===== src/rtl/fir_pkg.sv =====
// Shared types and width helpers for the sequential low-pass FIR engine.
package fir_pkg;

  typedef enum logic [1:0] {
    ST_IDLE,
    ST_MAC,
    ST_DRAIN,
    ST_OUT
  } fir_state_e;

  localparam int DefaultTaps = 21;
  localparam int TapIdxWidth = $clog2(DefaultTaps);

  // Full-precision accumulator width: one product plus log2(taps) growth bits.
  function automatic int acc_width(input int data_w, input int coeff_w, input int taps);
    return data_w + coeff_w + $clog2(taps);
  endfunction

  function automatic int tap_idx_width(input int taps);
    return (taps > 1) ? $clog2(taps) : 1;
  endfunction

endpackage


===== src/rtl/fir_mac_unit.sv =====
// Signed multiply-accumulate with clear and enable; result is held between updates.
module fir_mac_unit
  import fir_pkg::*;
#(
  parameter int DataWidth  = 10,
  parameter int CoeffWidth = 16,
  parameter int AccWidth   = acc_width(10, 16, DefaultTaps)
) (
  input  logic                         clk,
  input  logic                         rst_n,
  input  logic                         clr,
  input  logic                         en,
  input  logic signed [CoeffWidth-1:0] coeff,
  input  logic signed [DataWidth-1:0]  sample,
  output logic signed [AccWidth-1:0]   acc
);

  localparam int ProdWidth = DataWidth + CoeffWidth;

  logic signed [ProdWidth-1:0] prod_p1;

  function automatic logic signed [AccWidth-1:0] sext(input logic signed [ProdWidth-1:0] p);
    return AccWidth'(p);
  endfunction

  assign prod_p1 = ProdWidth'(coeff) * ProdWidth'(sample);

  // p1 -> acc: product folded into the running sum
  always_ff @(posedge clk) begin
    if (!rst_n) begin
      acc <= '0;
    end else if (clr) begin
      acc <= '0;
    end else if (en) begin
      acc <= acc + sext(prod_p1);
    end
  end

endmodule


===== src/rtl/fir_seq_lpf.sv =====
// Time-multiplexed FIR: one MAC per cycle over all taps, coefficients read from an external registered LUT.
module fir_seq_lpf
  import fir_pkg::*;
#(
  parameter int DataWidth  = 10,
  parameter int CoeffWidth = 16,
  parameter int Taps       = 21,
  parameter int AccWidth   = acc_width(DataWidth, CoeffWidth, Taps)
) (
  input  logic                          clk_i,
  input  logic                          rst_ni,
  input  logic                          in_valid_i,
  output logic                          in_ready_o,
  input  logic signed [DataWidth-1:0]   in_data_i,
  output logic                          coeff_ren_o,
  output logic [$clog2(Taps)-1:0]       coeff_addr_o,
  input  logic signed [CoeffWidth-1:0]  coeff_data_i,
  output logic                          out_valid_o,
  input  logic                          out_ready_i,
  output logic signed [AccWidth-1:0]    out_data_o
);

  localparam int IdxW = $clog2(Taps);
  localparam logic [IdxW-1:0] LastIdx = IdxW'(Taps - 1);

  fir_state_e                  state;
  logic [IdxW-1:0]             tap;
  logic [IdxW-1:0]             tap_p1;
  logic                        vld_p1;
  logic                        accept;
  logic signed [DataWidth-1:0] dl [Taps];

  assign accept = (state == ST_IDLE) && in_valid_i;

  // p0: sample intake, dl[0] holds the newest sample
  always_ff @(posedge clk_i) begin
    if (!rst_ni) begin
      for (int i = 0; i < Taps; i++) dl[i] <= '0;
    end else if (accept) begin
      for (int i = Taps - 1; i > 0; i--) dl[i] <= dl[i-1];
      dl[0] <= in_data_i;
    end
  end

  always_ff @(posedge clk_i) begin
    if (!rst_ni) begin
      state        <= ST_IDLE;
      in_ready_o   <= 1'b1;
      out_valid_o  <= 1'b0;
      coeff_ren_o  <= 1'b0;
      coeff_addr_o <= '0;
      tap          <= '0;
      tap_p1       <= '0;
      vld_p1       <= 1'b0;
    end else begin
      // LUT answers one cycle after issue, so the tap index rides along
      vld_p1 <= coeff_ren_o;
      tap_p1 <= tap;
      case (state)
        ST_IDLE: begin
          if (in_valid_i) begin
            state        <= ST_MAC;
            in_ready_o   <= 1'b0;
            coeff_ren_o  <= 1'b1;
            coeff_addr_o <= LastIdx;
            tap          <= '0;
          end
        end
        ST_MAC: begin
          if (tap == LastIdx) begin
            state        <= ST_DRAIN;
            coeff_ren_o  <= 1'b0;
            coeff_addr_o <= '0;
          end else begin
            tap          <= tap + IdxW'(1);
            coeff_addr_o <= LastIdx - (tap + IdxW'(1));
          end
        end
        ST_DRAIN: begin
          state       <= ST_OUT;
          out_valid_o <= 1'b1;
        end
        ST_OUT: begin
          if (out_ready_i) begin
            state       <= ST_IDLE;
            out_valid_o <= 1'b0;
            in_ready_o  <= 1'b1;
          end
        end
        default: state <= ST_IDLE;
      endcase
    end
  end

  // p1: coefficient return meets the delayed tap sample
  fir_mac_unit #(
    .DataWidth (DataWidth),
    .CoeffWidth(CoeffWidth),
    .AccWidth  (AccWidth)
  ) u_mac (
    .clk   (clk_i),
    .rst_n (rst_ni),
    .clr   (accept),
    .en    (vld_p1),
    .coeff (coeff_data_i),
    .sample(dl[tap_p1]),
    .acc   (out_data_o)
  );

endmodule


===== config.mk =====
export PLATFORM = sky130hd
export DESIGN_NAME = fir_seq_lpf
export DESIGN_NICKNAME = d
export VERILOG_FILES = /design/src/rtl/fir_pkg.sv /design/src/rtl/fir_mac_unit.sv /design/src/rtl/fir_seq_lpf.sv
export SDC_FILE = /design/constraint.sdc
export NUM_CORES = 1
export LEC_CHECK = 0
export ABC_AREA = 0
export CORE_MARGIN = 2
export CORE_UTILIZATION = 58
export CTS_BUF_LIST = sky130_fd_sc_hd__clkbuf_8
export DETAILED_ROUTE_END_ITERATION = 16
export PLACE_DENSITY = 0.72
export SYNTH_ARGS = -nofsm -noshare
export SYNTH_HDL_FRONTEND = slang
export SYNTH_SLANG_ARGS = --single-unit
export TNS_END_PERCENT = 100

===== constraint.sdc =====
create_clock -name clk_i -period 15.5 [get_ports clk_i]
set_clock_uncertainty 0.15 [all_clocks]
set_input_delay 2.325 -clock clk_i [delete_from_list [all_inputs] [get_ports clk_i]]
set_output_delay 2.325 -clock clk_i [all_outputs]
set_load 0.05 [all_outputs]

Yosys cells after proc, flatten, opt, wreduce, memory -nomap -nowiden
Memory sizes are Yosys's and may differ from the RTL's. A register that Yosys moved wholly into a read port is not among the register bits.
Index checks and enable logic that the tools add are counted.
Widths: inputs -> output; s select.

operators by class
  add/sub/neg operators = 3
  shift-type cells = 0
  reductions and logical operators = 12
  bitwise logic cells = 22
  $mul = 1
  multiplexer cells = 44
  divide/modulo/power cells = 0
  equal/unequal tests = 8
  order comparisons = 0

operators with widths
  cell                 count
  $mux 10              21
  $add 31x26->31       1
  $mul 16x10->26       1
  $mux 5               5
  $or 1x1->1           21
  $pmux 5 s2           2
  $reduce_and 3->1     4
  $mux 1               9
  $ne 2x2->1 const B   4
  $pmux 2 s4           1
  $mux 2               3
  $pmux 1 s2           3
  $reduce_bool 2->1    3
  $add 5x1->5 const B  1
  $eq 5x5->1 const B   1
  $sub 5x5->5 const A  1
  $eq 2x2->1 const B   2
  $reduce_and 2->1     2
  $eq 2x1->1 const B   1
  $logic_not 2->1      1
  $reduce_or 2->1      1
  $logic_and 1x1->1    1
  $not 1->1            1

storage, ports and cells
  register bits = 47
  output and inout port bits = 39
  input bits = 30
  bits in writable memories = 210
  memories kept = 1
  memory bits (read-only) = 0
  bits in latches = 0

memory list
  memory  depth  bits a word  read ports  clocked after memory_dff  write ports  line               source
  dl      21     10           21          1                         21           fir_seq_lpf.sv:31  logic signed [DataWidth-1:0] dl [Taps];

Longest topological paths before layout
  word-level depth = 6
  mapped depth = 30
  gate-level depth less buffers = 25

Hierarchy
Synthesis repeated with hierarchy kept, for this count alone.

second synthesis, totals
  cell total of the unflattened synthesis = 1692
  area total of the unflattened synthesis = 19090.8 µm²

by module, submodules not included
  module        sequential area each (µm²)  area each (µm²)  cells each  instances
  fir_seq_lpf   6726.5                      10528.8          744         1
  fir_mac_unit  620.6                       8562.0           948         1

Least setup slack after synthesis
No wires, ideal clock.

  path type = input-to-reg
  from = input in_valid_i
  to = memory dl[0][0], enable pin
  slack = 5722 ps
  data arrival time = 8973 ps
  stages = 6
  path through = nand2_1 and2_1 clkbuf_1 inv_1 clkbuf_1 buf_1

RTL lines
  what                line               source
  start: declaration  fir_seq_lpf.sv:12  input logic in_valid_i,
  end: declaration    fir_seq_lpf.sv:31

==> results.ini <==
[outcome]
status = finished clean

[floorplan]
fp.dieW_um = 184
io-pin-count = 69
dieArea_um2 = 34000
die_h_um = 184
initial_core_util = 0.584
fp-row-count = 66
core-area_um2 = 32300

[yosys]
synthFlopType = edfxtp_1
synth_cell_types = 59
ys_warn_count = 0
synth_cells = 1609
yosys.area.top_type = edfxtp_1
syn_nets = 1904
ys_ff_latch = 262
synth_edf_count = 210
syn_area_um2 = 18900
seq_area_frac_synth = 0.390
synth.most_common_cell = inv_1
yosysTopAreaCellShare = 0.334
synthTopCellsByCount = inv_1 (238), and2_1 (235), edfxtp_1 (210)
async_flop_share = 0
syn_area_per_cell_um2 = 11.7
synth_area_leaders = edfxtp_1 (33%), fa_1 (19%), and2_1 (7.8%)

[clock_network]
cts_tree = yes
ctsLongestPathBuffers = 3
cts_max_level = 2
clock-sinks = 262
post_cts_buffers = 0
clkSlewWorstSetupHoldPaths_ns = 0.06
insertion_delay_ns = 0.56
cts-buffers-inserted = 44
cts_resized = 0
root_buffer = clkbuf_8
holdBufCountCts = 0

[cells_and_area]
regArea_um2 = 7350
multiInputGateArea_um2 = 10300
syn2layout_area_growth_pct = 9.98
drive_above_1_share = 0.0751
nets = 1951
fillCellCount = 2459
n_antenna_cell = 0

[grt]
grt-ovfl-total = 0
grt_pass1_wl_um = 61200
antenna_found_initial = 0
grt.total_usage = 0.227
grt_pass1_vias = 12100
grt_max_degree = 154

[detailed_routing]
drtAntennaViolNets = 0
vias_per_cell = 5.42
route.detailed.drc = 0
num_vias = 11600
drt_pass1_iterations = 5
post_drt_wl_per_cell_um = 17.0
drt-initial-drc-count = 863
routed_wl_um = 36300

[setup_path]
end_kind = flop
worst_ep_arrival_time_ns = 8.66
path_max_fanout = 50
critPathKind = flop to flop
worstSetupStartpointType = flop
reg2reg_setup_slack_ns = 7.12
critPathRequiredTime_ns = 15.77

[sta]
worst_pin_slew_ns = 1.10
setup_viol = 0
finalCritPeriodShare = 0.541
slew_viol_final = 0
slew_headroom = 0.268
max_freq_ghz = 0.119
fin_crit_ns = 8.38
tns_ns = 0
hold_viol = 0
grt_setup_unrepaired = false

[flow_run]
maxCapViolCount = 0

[placement]
io_buffers = 68
dp_hpwl_um = 25500
place_congestion = 0.847

[hold_path]
hold_class = flop to flop

==> flip-flops by register name (all words and copies together) (netlist names), named ones only <==
signal and flops:
coeff_addr_o 5, coeff_ren_o 1, dl 210, in_ready_o 1, out_valid_o 1, state 2, tap 5, u_mac.acc 31
vld_p1 1
==> kinds of logic after synthesis <==
family | Yosys count | synth area share
simple gates | 517 | 0.147
buf+inv | 318 | 0.0673
fa+ha+maj | 265 | 0.248
flops | 262 | 0.390
compound gates | 130 | 0.0426
mux | 87 | 0.0916
xor+xnor | 30 | 0.0139
==> per-stage QoR <==
stage | hold slack (ns) | cell area [µm²] | utilization | cells | setup slack [ns]
after CTS | 0.323 | 20700 | 0.642 | 2134 | 7.14
after floorplan | 0.339 | 18900 | - | 1609 | 5.72
after global placement | 0.308 | 19800 | 0.614 | 2052 | 7.21
after detailed placement | 0.314 | 19800 | 0.614 | 2052 | 7.08
after global routing | 0.364 | 20700 | 0.642 | 2134 | 6.64
final | 0.322 | 20700 | 0.642 | 2134 | 7.12
==> cells in the final DEF, fill, tap and decap left out, types with 5 or more instances in the layout <==
cell type | netlist | routed
a211oi_1 | 5 | 5
a21o_1 | 7 | 7
a21oi_1 | 45 | 43
and2_1 | 235 | 235
buf_4 | 2 | 13
clkbuf_8 | 0 | 49
clkdlybuf4s50_1 | 0 | 68
clkinv_1 | 0 | 8
clkinv_2 | 0 | 8
dfxtp_1 | 52 | 50
edfxtp_1 | 210 | 210
fa_1 | 181 | 181
ha_1 | 84 | 84
inv_1 | 238 | 249
mux2i_1 | 27 | 27
mux4_1 | 28 | 28
mux4_2 | 32 | 32
nand2_1 | 118 | 118
nand2b_1 | 6 | 6
nand3_1 | 15 | 15
nand4_1 | 5 | 5
nor2_1 | 61 | 61
nor2b_1 | 47 | 47
nor3_1 | 7 | 7
o21ai_0 | 31 | 31
o22ai_1 | 7 | 7
or2_2 | 6 | 6
xnor2_1 | 16 | 16
xor2_1 | 14 | 14
==> worst paths after layout <==
path | end | start | depth (start not counted)
min | coeff_addr_o[1] | coeff_addr_o[1] | 2
max | u_mac.acc[28] | flop | 22
min reg2reg | coeff_addr_o[1] | coeff_addr_o[1] | 2
max reg2reg | u_mac.acc[28] | flop | 22
==> layer usage <==
metal,vias up,track usage,part of all wire
li1,5403,-,-
met1,5862,0.328,0.46
met2,247,0.364,0.49
met3,55,0.0287,0.037
met4,0,0.0640,0.020
met5,-,0,0
==> critical path, stage by stage (launching register included) <==
cell      delay, ns
dfxtp_4        0.33
buf_4          0.70
mux4_1         0.69
mux4_2         0.53
o21ai_2        0.76
nor2b_1        0.18
fa_1           0.60
fa_1           0.43
fa_1           0.50
fa_1           0.50
inv_1          0.05
fa_1           0.47
inv_1          0.05
ha_1           0.32
a21oi_1        0.28
nand2_1        0.08
a211oi_1       0.41
nor2_1         0.16
nor2_1         0.26
o31ai_1        0.18
o211ai_1       0.28
mux2i_1        0.21
nand3_1        0.09
==> layout make-up <==
| type | instances | share of cell area |
|---|---|---|
| inverter | 238 | 0.0434 |
| multi-input combinational | 1029 | 0.494 |
| clock inverter | 33 | 0.0110 |
| sequential | 262 | 0.354 |
| tap | 442 | 0.0267 |
| timing repair buffer | 81 | 0.0375 |
| clock buffer | 49 | 0.0325 |
Power is left out: the tool's default activity adds up to more than one toggle a clock period on the data nets, which glitch-free logic cannot reach.
